$ cat src/rtl/mem_stage_ctrl.sv
// Memory-stage initiator: turns one EXE/MEM load/store into a fixed-latency data-memory access.
// Optional MEM_MISALIGN_TRAP_EN: misaligned accesses fault instead of being silently aligned.
module mem_stage_ctrl #(
    parameter int WORD_LEN    = 32,
    parameter int WAIT_CYCLES = 2,
    parameter int DATA_BASE   = 1024
) (
    input  logic                clk,
    input  logic                rst,
    input  logic                MEM_R_EN,
    input  logic                MEM_W_EN,
    input  logic [WORD_LEN-1:0] address,
    input  logic [WORD_LEN-1:0] ST_val,
    input  logic [WORD_LEN-1:0] mem_dataOut,
    output logic                mem_readEn,
    output logic                mem_writeEn,
    output logic [WORD_LEN-1:0] mem_address,
    output logic [WORD_LEN-1:0] mem_dataIn,
    output logic                freeze,
    output logic [WORD_LEN-1:0] dataOut,
    output logic                dataValid,
    output logic                addr_err
);

    localparam logic [3:0]          WAIT_INIT = 4'(WAIT_CYCLES);
    localparam logic [WORD_LEN-1:0] BASE      = WORD_LEN'(DATA_BASE);

    typedef enum logic [1:0] {IDLE, ACCESS, DONE} state_t;

    state_t              state, state_nxt;
    logic [3:0]          counter, counter_nxt;
    logic [WORD_LEN-1:0] lat_addr, lat_data;
    logic                lat_store, lat_fault;
    logic                req, req_fault;

    assign req = MEM_R_EN | MEM_W_EN;

`ifdef MEM_MISALIGN_TRAP_EN
    assign req_fault = (address < BASE) || (address[1:0] != 2'b00);
`else
    assign req_fault = (address < BASE);
`endif

    always_ff @(posedge clk) begin
        if (rst) begin
            state     <= IDLE;
            counter   <= 4'd0;
            lat_addr  <= '0;
            lat_data  <= '0;
            lat_store <= 1'b0;
            lat_fault <= 1'b0;
            dataOut   <= '0;
        end else begin
            state   <= state_nxt;
            counter <= counter_nxt;
            if (state == IDLE && req) begin
                // Address is stored pre-aligned; a simultaneous read+write is a store.
                lat_addr  <= {address[WORD_LEN-1:2], 2'b00};
                lat_data  <= ST_val;
                lat_store <= MEM_W_EN;
                lat_fault <= req_fault;
            end
            if (state == ACCESS && counter == 4'd0 && !lat_store)
                dataOut <= lat_fault ? '0 : mem_dataOut;
        end
    end

    always_comb begin
        state_nxt   = state;
        counter_nxt = counter;
        mem_readEn  = 1'b0;
        mem_writeEn = 1'b0;
        mem_address = '0;
        mem_dataIn  = '0;
        freeze      = 1'b0;
        dataValid   = 1'b0;
        addr_err    = 1'b0;
        case (state)
            IDLE: begin
                // Freeze in the detect cycle so the pipeline holds this instruction.
                if (req) begin
                    freeze      = 1'b1;
                    state_nxt   = ACCESS;
                    counter_nxt = WAIT_INIT;
                end
            end
            ACCESS: begin
                freeze      = 1'b1;
                mem_address = lat_addr;
                mem_dataIn  = lat_data;
                mem_readEn  = !lat_store;
                if (counter == 4'd0) begin
                    // Single write edge per store, suppressed for faulted accesses.
                    mem_writeEn = lat_store && !lat_fault;
                    state_nxt   = DONE;
                end else begin
                    counter_nxt = counter - 4'd1;
                end
            end
            DONE: begin
                dataValid = 1'b1;
                addr_err  = lat_fault;
                state_nxt = IDLE;
            end
            default: state_nxt = IDLE;
        endcase
    end

endmodule
$ cat config.mk
export PLATFORM = sky130hd
export DESIGN_NAME = mem_stage_ctrl
export DESIGN_NICKNAME = d
export VERILOG_FILES = /design/src/rtl/mem_stage_ctrl.sv
export SDC_FILE = /design/constraint.sdc
export NUM_CORES = 1
export LEC_CHECK = 0
export ABC_AREA = 1
export BUFFER_PORTS_ARGS = -buffer_cell sky130_fd_sc_hd__buf_2
export CAP_MARGIN = 0
export CORE_MARGIN = 2
export CORE_UTILIZATION = 47
export CTS_CLUSTER_DIAMETER = 200
export DETAILED_ROUTE_END_ITERATION = 8
export PLACE_DENSITY = 0.8
export SYNTH_ARGS = -nofsm -noshare
export SYNTH_HDL_FRONTEND = slang
export SYNTH_SLANG_ARGS = --single-unit
$ cat constraint.sdc
create_clock -name clk -period 1.5 [get_ports clk]
set_input_delay 0.225 -clock clk [delete_from_list [all_inputs] [get_ports clk]]
set_output_delay 0.225 -clock clk [all_outputs]
set_load 0.01 [all_outputs]
After elaboration in Yosys (flattened, before gate mapping)

Index checks and enable logic that the tools add are counted.

Add/sub/neg operators: 1
Reduce and logical (&&, ||, !) cells: 11
Bitwise gates (word level): 1
Equality and inequality tests: 5
$lt $le $gt $ge: 1
Muxes and demuxes: 16

Operators by type and width:

| kind                                                                            | count |
|---|---|
| 32-bit 2-to-1 mux                                                               | 3 |
| 32-bit by 11-bit less-than comparator with 1-bit output (second input constant) | 1 |
| 4-bit 2-to-1 mux                                                                | 2 |
| 4-bit one-hot mux with 2 select lines                                           | 1 |
| 1-bit 2-to-1 mux                                                                | 6 |
| 1-bit logical AND                                                               | 4 |
| 4-bit logical NOT                                                               | 1 |
| 2-bit 2-to-1 mux                                                                | 2 |
| 2-bit != test (second input constant)                                           | 2 |
| 2-bit one-hot mux with 2 select lines                                           | 1 |
| 4-bit by 1-bit subtractor with 4-bit output (second input constant)             | 1 |
| 3-bit AND reduction                                                             | 1 |
| 2-bit by 1-bit equality test with 1-bit output (second input constant)          | 1 |
| 2-bit equality test (second input constant)                                     | 1 |
| 1-bit logical NOT                                                               | 2 |
| 2-bit logical NOT                                                               | 1 |
| 2-bit by 1-bit != test with 1-bit output (second input constant)                | 1 |
| 1-bit one-hot mux with 2 select lines                                           | 1 |
| 2-bit AND reduction                                                             | 1 |
| 2-bit nonzero test                                                              | 1 |
| 1-bit bitwise OR                                                                | 1 |

Flip-flop bits (word level): 102
Logic and storage cells: 42
Bits of input ports: 100

Logic depth before layout (Yosys ltp)

Depth after elaboration: 4
Depth in mapped cells: 9
Gate-level depth less buffers: 8

Least setup slack after synthesis

OpenSTA, ideal clock, no wires.

Path type: register -> register
Start: reg counter[0]
End: reg dataOut[0]
Data arrival time: 1.128 ns
Buffers on the path: 1
Stages on the path, launching flop included: 10
Path slack: 0.259 ns
Data required time: 1.387 ns
Cells stage by stage: dfxtp_1 -> inv_1 -> ha_1 -> nand2_1 -> inv_2 -> nand2_2 -> clkinv_2 -> buf_6 -> nor2_1 -> nor2_1

Cells in the longest elaborated chain, start to end: 3

RTL lines:

| element                        | line | text |
|---|---|---|
| start: declaration             | 31   | `logic [3:0] counter, counter_nxt;` |
| start signal: assignment       | 55   | `counter <= counter_nxt;` |
| 4-bit logical NOT              | 63   | `if (state == ACCESS && counter == 4'd0 && !lat_store)` |
| 1-bit logical AND (2 in a row) | 63   |  |
| end signal: assignment         | 64   | `dataOut <= lat_fault ? '0 : mem_dataOut;` |
| end: declaration               | 20   | `output logic [WORD_LEN-1:0] dataOut,` |

No other way between the ends.
A chain may end at the register's enable or synchronous reset.

Worst setup path after layout

Start: reg counter[1]
End: out mem_writeEn

Cells in the longest elaborated chain, start to end: 3

RTL lines:

| element           | line | text |
|---|---|---|
| 4-bit logical NOT | 92   | `if (counter == 4'd0) begin` |
| 1-bit 2-to-1 mux  | 92   |  |
| 1-bit 2-to-1 mux  | 78   | `case (state)` |
| end: declaration  | 16   | `output logic mem_writeEn,` |

No other way between the ends.

==> reports/metrics.csv <==
stage;metric;value;unit
synth;ys_types;27;
die;die_x;101.2;um
critical_path;critical_path.max_fanout;2;
sta;grt_setup_unrepaired;true;
synth;ys_ff_latch;102;
global_route;track_usage;21.98;%
critical_path;criticalPathCategory;reg -> out;
clock_network;h-tree-depth;3;
sta;hold_viol;0;
route;vias;4515;
placement;port_buffers;196;
pwr;finalPower;0.007608;W
synth;synth_area;4437;um2
pwr;p_leak;3.084;nW
placement;gp_congestion;0.8114;
flow_run;cap_viol_max_count;0;
global_route;antenna_found_initial;0;
sta;holdWs;94.48;ps
outcome;status;finished with violations;
synth;avgSynthCellArea;7.087;um2
sta;setup_slack;-98.24;ps
pwr;ir_drop;0.0006715;V
route;via_per_inst;4.778;
clock_network;clock_latency;350;ps
sta;fin_crit;1598;ps
placement;dp_cells;910;
route;ant_nets;0;
pwr;power.density;1236;nW/um2
route;drtIter0Drc;139;
die;rows;35;
clock_network;cts_made_buffers;9;
global_route;grt_pass1_vias;4060;
sta;max_freq;625.7;MHz
critical_path;critPathArrivalTime;1370;ps
die;core;9196;um2
final_layout;nNetsFinal;931;
final_layout;diodes;0;
sta;setup_viol;53;
route;wirelength;11.60;mm
final_layout;fin_cells;945;
clock_network;cts_max_path_buffers;2;
die;dieArea;10230;um2
clock_network;cts.sink_count;102;
die;die_h;101.2;um
route;wl_per_cell;12.28;um
clock_network;cts_tree;built;
placement;preCtsSetupSlack;49.15;ps
final_layout;mostFrequentLayoutCells;buf_2 (179), nor2_1 (145), inv_1 (100);
clock_network;ctsHoldBuffers;0;
final_layout;final_area;6155;um2
global_route;overflow;0;
sta;fin_skew;7.748;ps
outcome;violations;negative setup slack;
route;first_pass_iters;4;
critical_path;end_kind;output pin;
sta;slew_viol_final;0;
final_layout;layout-drive-gt1-share;36.45;%
clock_network;cts_root_buf;clkbuf_8;
final_layout;area_delta_synth_final;38.72;%
clock_network;clk_pin_slew;90;ps
route;drc;0;
critical_path;required;1270;ps
die;ioPinCount;201;
critical_path;setup.worst_path.start_class;register;
placement;dp_hpwl;7.525;mm
synth;yosysWarnings;0;
global_route;grt_max_degree;49;
synth;syn_inst;626;
synth;seq_area_frac_synth;46.02;%
placement;placed_area;5441;um2
die;initial_utilization;48.24;%
global_route;grt_pass1_wl;18.08;mm
worst_hold_path;hp-class;in -> reg;
final_layout;layout_commonest_cell;buf_2;
sta;min_period_over_period;106.5;%
==> area by class of cell <==
class / count / area [um2]
clock inverters: 4 / 32.53
clock buffers: 12 / 145.1
repair buffers: 232 / 1484
fillers: 844 / 3042
multi-input cells: 376 / 1893
well taps: 111 / 138.9
inverters: 108 / 409.1
flip-flops and latches: 102 / 2052
==> critical path, cell delays in order (launching register included) <==
cell and delay, ps:
dfxtp_2 340, inv_2 80, ha_4 140, nand2_4 40, inv_2 60, nand2_2 50
nor3b_2 160, buf_2 160
==> logic make-up after synthesis <==
| family | after synthesis | synth area share [%] |
|---|---|---|
| buffers and inverters | 150 | 16.47 |
| AO/OA/AOI/OAI | 160 | 18.13 |
| AND/OR/NAND/NOR | 211 | 18.73 |
| adder cells (fa/ha/maj) | 2 | 0.5639 |
| flip-flops | 102 | 46.02 |
| other | 1 | 0.08452 |
==> what timing repair did <==
action,CTS,global route
resized for setup,68,23
pin swaps,4,5
endpoints found under the setup margin,64,70
buffers inserted,8,7
cloned,4,0
==> metal layers <==
metal,vias to the layer above,routed length (um),GRT usage [%]
met3,21,835,5.383
met4,0,228,8.212
met2,145,5580,37.60
met1,2021,4956,26.83
li1,2328,-,-
met5,-,0,0
==> state kept, by name, indices dropped and copies added (netlist names) <==
signal     cells
lat_addr      30
dataOut       32
counter        4
lat_fault      1
state          2
lat_store      1
lat_data      32
==> final timing paths <==
check / cells past startpoint / from / endpoint / slack, ps
setup / recovery: 7 / counter[1] / mem_writeEn / -100
hold / removal: 2 / rst / state[0] / 90
setup reg to reg: 7 / state[1] / lat_data[23] / 60
hold reg to reg: 2 / lat_addr[14] / lat_addr[14] / 460
==> where the power goes <==
part	switching, W	total, W	internal, W	leakage, nW
clock	0.000935	0.00159	0.000658	0.0828
sequential	0.000174	0.00334	0.00316	0.845
combinational	0.00155	0.00268	0.00113	2.16
total	0.00265	0.00761	0.00495	3.08
==> cell usage after synthesis <==
| library cell | count | area [um2] |
|---|---|---|
| nand3_1 | 6 | 30.03 |
| nor2_1 | 180 | 675.7 |
| and3_1 | 1 | 6.260 |
| nand3b_1 | 1 | 7.510 |
| inv_1 | 103 | 386.6 |
| ha_1 | 2 | 25.02 |
| buf_6 | 9 | 101.4 |
| nand4_1 | 1 | 6.260 |
| o21ai_2 | 1 | 8.760 |
| conb_1 | 1 | 3.750 |
| nor3_1 | 1 | 5.000 |
| nor3b_1 | 1 | 7.510 |
| buf_12 | 1 | 20.02 |
| dfxtp_1 | 102 | 2042 |
| nand2_1 | 15 | 56.30 |
| clkbuf_1 | 10 | 37.54 |
| nor2_4 | 1 | 11.26 |
| a21oi_1 | 65 | 325.3 |
| o21ai_1 | 80 | 400.4 |
| clkinv_2 | 1 | 5.000 |
| buf_8 | 5 | 75.07 |
| nand2_2 | 3 | 18.77 |
| nor2_2 | 1 | 6.260 |
| buf_4 | 2 | 15.01 |
| buf_2 | 15 | 75.07 |
| inv_2 | 4 | 15.01 |
| o21ai_0 | 14 | 70.07 |
==> per-stage QoR <==
stage,utilization (%),TNS [ps]
after detailed placement,59.17,0
after CTS,65.47,-2500
after global placement,59.17,0
final,66.93,-1882
after global routing,66.93,-5765
after floorplan,-,0
(Power assumes the default switching activity.)
